[src/rtl/apb_slave_router.sv]
// APB fan-out router: one master port to NO_OF_SLAVES slave ports with registered
// slave-side signals, address-field decode, decode-miss and timeout error responses.
module apb_slave_router #(
   parameter int NO_OF_SLAVES   = 4,
   parameter int ADDR_WIDTH     = 32,
   parameter int DATA_WIDTH     = 32,
   parameter int SLV_SEL_LSB    = 12,
   parameter int TIMEOUT_CYCLES = 16
) (
   input  logic                                 clk,
   input  logic                                 rst_n,
   input  logic                                 m_psel,
   input  logic                                 m_penable,
   input  logic                                 m_pwrite,
   input  logic [ADDR_WIDTH-1:0]                m_paddr,
   input  logic [DATA_WIDTH-1:0]                m_pwdata,
   output logic [DATA_WIDTH-1:0]                m_prdata,
   output logic                                 m_pready,
   output logic                                 m_pslverr,
   output logic [NO_OF_SLAVES-1:0]              s_pselx,
   output logic                                 s_penable,
   output logic                                 s_pwrite,
   output logic [ADDR_WIDTH-1:0]                s_paddr,
   output logic [DATA_WIDTH-1:0]                s_pwdata,
   input  logic [NO_OF_SLAVES*DATA_WIDTH-1:0]   s_prdata,
   input  logic [NO_OF_SLAVES-1:0]              s_pready,
   input  logic [NO_OF_SLAVES-1:0]              s_pslverr,
   output logic [7:0]                           err_count
);

   localparam int IDXW = (NO_OF_SLAVES > 1) ? $clog2(NO_OF_SLAVES) : 1;
   localparam int TCW  = (TIMEOUT_CYCLES > 0) ? $clog2(TIMEOUT_CYCLES + 1) : 1;
   localparam logic [IDXW:0]  SLAVES_W = (IDXW + 1)'(NO_OF_SLAVES);
   localparam logic [TCW-1:0] TLIMIT   = TCW'(TIMEOUT_CYCLES);
   localparam bit             TO_EN    = (TIMEOUT_CYCLES != 0);

   localparam logic [1:0] ST_IDLE    = 2'd0;
   localparam logic [1:0] ST_SETUP   = 2'd1;
   localparam logic [1:0] ST_ACCESS  = 2'd2;
   localparam logic [1:0] ST_DEC_ERR = 2'd3;

   logic [1:0]              state_reg,   state_next;
   logic [IDXW-1:0]         idx_reg,     idx_next;
   logic [NO_OF_SLAVES-1:0] sel_reg,     sel_next;
   logic                    penable_reg, penable_next;
   logic                    pwrite_reg,  pwrite_next;
   logic [ADDR_WIDTH-1:0]   paddr_reg,   paddr_next;
   logic [DATA_WIDTH-1:0]   pwdata_reg,  pwdata_next;
   logic [TCW-1:0]          tcnt_reg,    tcnt_next;
   logic [7:0]              err_reg,     err_next;

   logic [IDXW-1:0]         req_idx;
   logic                    req_in_range;
   logic [NO_OF_SLAVES-1:0] req_hit;
   logic [NO_OF_SLAVES-1:0] idx_hit;
   logic                    sel_ready;
   logic                    sel_err;
   logic [DATA_WIDTH-1:0]   sel_rdata;
   logic                    timeout_hit;
   logic                    complete;
   logic                    err_inc;

   assign req_idx      = m_paddr[SLV_SEL_LSB +: IDXW];
   assign req_in_range = ({1'b0, req_idx} < SLAVES_W);

   // Per-slave decode of the incoming request and of the latched target.
   generate
      for (genvar gi = 0; gi < NO_OF_SLAVES; gi++) begin : g_dec
         assign req_hit[gi] = (req_idx == IDXW'(gi));
         assign idx_hit[gi] = (idx_reg == IDXW'(gi));
      end
   endgenerate

   // Only the latched target's response is visible; other slaves are masked out.
   always_comb begin
      sel_rdata = '0;
      for (int k = 0; k < NO_OF_SLAVES; k++) begin
         if (idx_hit[k]) begin
            sel_rdata = s_prdata[k*DATA_WIDTH +: DATA_WIDTH];
         end
      end
   end

   assign sel_ready = |(s_pready & idx_hit);
   assign sel_err   = |(s_pslverr & idx_hit);

   // A slave that answers on the timeout cycle itself wins over the timeout.
   assign timeout_hit = TO_EN && (state_reg == ST_ACCESS) && m_psel && !sel_ready
                        && (tcnt_reg == TLIMIT);
   assign complete    = (state_reg == ST_ACCESS) && m_psel && (sel_ready || timeout_hit);

   always_comb begin
      state_next   = state_reg;
      idx_next     = idx_reg;
      sel_next     = sel_reg;
      penable_next = penable_reg;
      pwrite_next  = pwrite_reg;
      paddr_next   = paddr_reg;
      pwdata_next  = pwdata_reg;
      tcnt_next    = tcnt_reg;
      err_next     = err_reg;
      err_inc      = 1'b0;

      case (state_reg)
         ST_IDLE: begin
            if (m_psel && !m_penable) begin
               idx_next    = req_idx;
               pwrite_next = m_pwrite;
               paddr_next  = m_paddr;
               pwdata_next = m_pwdata;
               tcnt_next   = '0;
               if (req_in_range) begin
                  state_next = ST_SETUP;
                  sel_next   = req_hit;
               end else begin
                  state_next = ST_DEC_ERR;
                  err_inc    = 1'b1;
               end
            end
         end
         ST_SETUP: begin
            if (!m_psel) begin
               state_next   = ST_IDLE;
               sel_next     = '0;
               penable_next = 1'b0;
            end else begin
               state_next   = ST_ACCESS;
               penable_next = 1'b1;
            end
         end
         ST_ACCESS: begin
            if (!m_psel || complete) begin
               // Master abandoning the transfer is a silent abort, not an error.
               state_next   = ST_IDLE;
               sel_next     = '0;
               penable_next = 1'b0;
               tcnt_next    = '0;
               err_inc      = timeout_hit;
            end else if (tcnt_reg != '1) begin
               tcnt_next = tcnt_reg + TCW'(1);
            end
         end
         ST_DEC_ERR: begin
            state_next = ST_IDLE;
         end
         default: begin
            state_next   = ST_IDLE;
            sel_next     = '0;
            penable_next = 1'b0;
         end
      endcase

      if (err_inc && (err_reg != 8'hFF)) begin
         err_next = err_reg + 8'd1;
      end
   end

   always_ff @(posedge clk) begin
      if (!rst_n) begin
         state_reg   <= ST_IDLE;
         idx_reg     <= '0;
         sel_reg     <= '0;
         penable_reg <= 1'b0;
         pwrite_reg  <= 1'b0;
         paddr_reg   <= '0;
         pwdata_reg  <= '0;
         tcnt_reg    <= '0;
         err_reg     <= '0;
      end else begin
         state_reg   <= state_next;
         idx_reg     <= idx_next;
         sel_reg     <= sel_next;
         penable_reg <= penable_next;
         pwrite_reg  <= pwrite_next;
         paddr_reg   <= paddr_next;
         pwdata_reg  <= pwdata_next;
         tcnt_reg    <= tcnt_next;
         err_reg     <= err_next;
      end
   end

   always_comb begin
      m_pready  = 1'b0;
      m_pslverr = 1'b0;
      m_prdata  = '0;
      case (state_reg)
         ST_ACCESS: begin
            m_pready  = complete;
            m_pslverr = sel_err | timeout_hit;
            m_prdata  = sel_rdata;
         end
         ST_DEC_ERR: begin
            m_pready  = 1'b1;
            m_pslverr = 1'b1;
         end
         default: begin
            m_pready  = 1'b0;
         end
      endcase
   end

   assign s_pselx   = sel_reg;
   assign s_penable = penable_reg;
   assign s_pwrite  = pwrite_reg;
   assign s_paddr   = paddr_reg;
   assign s_pwdata  = pwdata_reg;
   assign err_count = err_reg;

endmodule

[config.mk]
export PLATFORM = sky130hd
export DESIGN_NAME = apb_slave_router
export DESIGN_NICKNAME = d
export VERILOG_FILES = /design/src/rtl/apb_slave_router.sv
export SDC_FILE = /design/constraint.sdc
export NUM_CORES = 1
export LEC_CHECK = 0
export CAP_MARGIN = 20
export CORE_ASPECT_RATIO = 1.25
export CORE_MARGIN = 4
export CORE_UTILIZATION = 32
export CTS_BUF_LIST = sky130_fd_sc_hd__clkbuf_4 sky130_fd_sc_hd__clkbuf_8
export CTS_CLUSTER_SIZE = 40
export DETAILED_ROUTE_END_ITERATION = 8
export PLACE_DENSITY = 0.86
export SYNTH_ARGS = -nofsm -noshare
export SYNTH_HDL_FRONTEND = slang
export SYNTH_SLANG_ARGS = --single-unit
[constraint.sdc]
create_clock -name clk -period 2.1 [get_ports clk]
set_input_delay 0.42 -clock clk [delete_from_list [all_inputs] [get_ports clk]]
set_output_delay 0.42 -clock clk [all_outputs]
set_load 0.005 [all_outputs]
==> summary.md, run 1 <==
| Metric | Value |
|---|---|
| IO buf count | 316 |
| Status | finished with violations |
| Most used cell, CP | buf_6 |
| Rel. slew slack | 51.55% |
| Fmax achieved | 0.4188 GHz |
| Mapped cell area | 4344 µm² |
| Worst path cell trace | buf_12 -> buf_6 -> mux4_2 -> buf_6 -> a2111o_1 -> or4_1 -> a21oi_2 |
| Ys Warns | 0 |
| Critical path startpoint category | register |
| Final hold viol count | 0 |
| RSZ-0062 raised after global routing | yes |
| Internal power | 0.002952 W |
| Library cells used by synthesis | 44 |
| CP endpoint | err_count[7] |
| Arr. time, crit path | 2670 ps |
| Max clock buf depth | 2 |
| I/O Pins | 317 |
| Worst flop-to-flop path endpoint | err_count[7] |
| Final Wtd Congestion | 0.8890 |
| Number of synthesized flops with an enable pin | 0 |
| DIE WIDTH | 112.2 µm |
| Share of layout cells above drive strength 1 | 21.57% |
| Max reg flops | 32 |
| Cts hold-fix bufs | 0 |
| Crit end category | register |
| # clock sinks | 85 |
| Hold WC Path Type | reg -> reg |
| Most used DFF post-synth | dfxtp_1 |
| Final worst setup slack | -287.6 ps |
| Most frequent cells in the layout | clkdlybuf4s50_1 (282), nand2_1 (144), dfxtp_1 (84), a21oi_1 (71), buf_6 (36) |
| DRC viols | 0 |
| Worst reg2reg setup slack | -290 ps |
| Pin count of the biggest net entering global routing | 49 |
| # Max-Cap Violations | 0 |
| CTS tree | yes |
| TritonCTS Buffers | 9 |
| Nets | 1062 |
| Initial DRC count | 317 |
| Register area share after synthesis | 39.17% |
| First drt pass iteration count | 4 |
| Vias per inst | 4.923 |
| Fill cell count | 1067 |
| Crit path required time | 2380 ps |
| Die area | 15520 µm² |
| Remaining Overflow, GRT | 0 |
| Most common cell after layout, fill and taps aside | clkdlybuf4s50_1 |
| Comb power frac | 27.0% |
| Root Driver | clkbuf_8 |
| Syn Area/Cell | 8.794 µm² |
| Mapped Cells | 494 |
| Least-Margin Pin Slew | 720.6 ps |
| Area Overhead vs Synth | 98.19% |
| Initial antenna violation count | 11 |
| Cell Rows | 47 |
| Total GRT Usage | 23.49% |
| Peak VDD IR | 0.4437 mV |
| Switching Fraction | 25.47% |
| Switching power | 0.001009 W |
| Via count | 5046 |
| Critical setup path kind | reg -> reg |
| Setup crit start | idx_reg[0] |
| First-pass GRT wire length | 28860 µm |
| Antenna-violating nets left | 0 |
| Post-route minimum period | 2388 ps |
| Crit path max fanout | 5 |
| Async SR Flop Fraction | 0% |
| Hold slack | 454.8 ps |
| Pwr dens | 460.1 nW/µm² |
| R2R Path Start | idx_reg[0] |
| Clock skew | 17.23 ps |
| Leakage power | 3.234 nW |
| CP max stage delay | 530 ps |
| Clock network power share | 29.8% |
| Tot Pwr | 0.003961 W |
| Max stage delay cell, worst path | mux4_2 |
| Die H | 138.3 µm |
| Core footprint | 13290 µm² |
| Clk slew on worst S/H paths | 90 ps |
| Initial Utilization | 32.69% |
| Detailed Route WL | 18970 µm |
| Max-slew violations | 0 |
| Hpwl dp | 14480 µm |
| Post-Syn Nets | 707 |
| Seq pwr share | 43.3% |
| H-tree Lvls | 3 |
| Tcrit/Tclk final | 113.7% |
| Reg2reg path depth | 7 |
| Failing checks | negative setup slack |
| Vias in the first global route | 5169 |
| DR WL/cell | 18.51 µm |
| Flops & latches, synth | 85 |
| Worst-skew pair later-pin latency | 360 ps |
| Endpoints failing setup | 49 |
## how the worst min path moves through the flow
| stage | depth (start not counted) | slack (ps) | from | end |
|---|---|---|---|---|
| finish | 2 | 450 | s_paddr[26] | s_paddr[26] |
| global route | 2 | 470 | s_paddr[29] | s_paddr[29] |
| CTS | 2 | 460 | s_pwdata[21] | s_pwdata[21] |
| detailed placement | 2 | 450 | s_pwdata[21] | s_pwdata[21] |
| global placement | 2 | 440 | s_paddr[8] | s_paddr[8] |
| floorplan | 2 | 450 | s_pselx[2] | s_pselx[2] |
## power groups by stage
stage / sequential, W / clock (W) / combinational [W]
final: 0.00171 / 0.00118 / 0.00107
after global routing: 0.00172 / 0.00127 / 0.00114
after CTS: 0.00171 / 0.00122 / 0.00107
after detailed placement: 0.00176 / 0 / 0.000970
after global placement: 0.00175 / 0 / 0.000956
after floorplan: 0.00176 / 0 / 0.000321
## metrics by stage
step	TNS (ps)	setup slack, ps	instance area (µm²)	cells	utilization (%)
after detailed placement	-15630	-621.2	7898	978	59.42
after global routing	-10920	-360.4	8610	1025	64.78
after CTS	-9337	-300.6	8577	1025	64.54
final	-6923	-287.6	8610	1025	64.78
after floorplan	0	19.64	4353	494	-
after global placement	-14690	-554.4	7898	978	59.42
## worst max-delay path, delay by kind of cell, from the launching register on
kind | cells | cell delay [ps]
mux | 1 | 530
simple gates | 1 | 520
compound gates | 2 | 500
flops | 1 | 370
buf+inv | 3 | 370
## cells in the mapped netlist (all sizes together) (4+ instances only)
library cell	instances	area [µm²]
a21oi	75	375.4
and2	32	200.2
buf	8	41.29
clkbuf	30	112.6
dfxtp	85	1702
ha	8	100.1
inv	6	22.52
mux4	34	765.7
nand2	145	544.3
nand3	9	45.04
nor2	8	30.03
o21ai	5	25.02
o31ai	4	30.03
## area by class of cell
| class | count | area, µm² | area share [%] |
|---|---|---|---|
| well taps | 171 | 214.0 | 2.485 |
| clock inverters | 6 | 72.57 | 0.8429 |
| flip-flops and latches | 85 | 1705 | 19.81 |
| diodes | 1 | 2.502 | 0.02907 |
| clock buffers | 9 | 123.9 | 1.439 |
| multi-input cells | 365 | 2635 | 30.61 |
| inverters | 7 | 26.28 | 0.3052 |
| repair buffers | 381 | 3830 | 44.48 |
## layer usage
| layer | vias up | part of all wire [%] | GRT usage, % |
|---|---|---|---|
| li1 | 2436 | - | - |
| met1 | 2331 | 34 | 24.04 |
| met2 | 218 | 53 | 43.05 |
| met3 | 41 | 11 | 10.88 |
| met4 | 20 | 1.6 | 5.759 |
| met5 | - | 0.56 | 0 |
## kinds of logic (layout without fill, tap and decap cells)
logic type	after synthesis	in the layout	synth area share (%)
xor+xnor	1	1	0.2016
mux	37	37	18.32
flops	85	85	39.17
other cells	0	1	0
simple gates	217	217	22.72
fa+ha+maj	8	8	2.304
compound gates	101	102	13.13
buf+inv	45	403	4.147
## what timing repair did
item                                    in CTS  in global routing
hold endpoints to repair                     0                  0
endpoints found under the setup margin      51                 55
pin swaps                                   44                 16
setup buffers                               31                  4
cloned                                       2                  0
resized for setup                          189                 31
(Power assumes the default switching activity.)
==> inputs of run 2 (changes only) <==
- CTS_CLUSTER_DIAMETER: unset -> 100
==> results of run 2 <==
No change in the layout: final DEF, timing and power equal those of run 1.
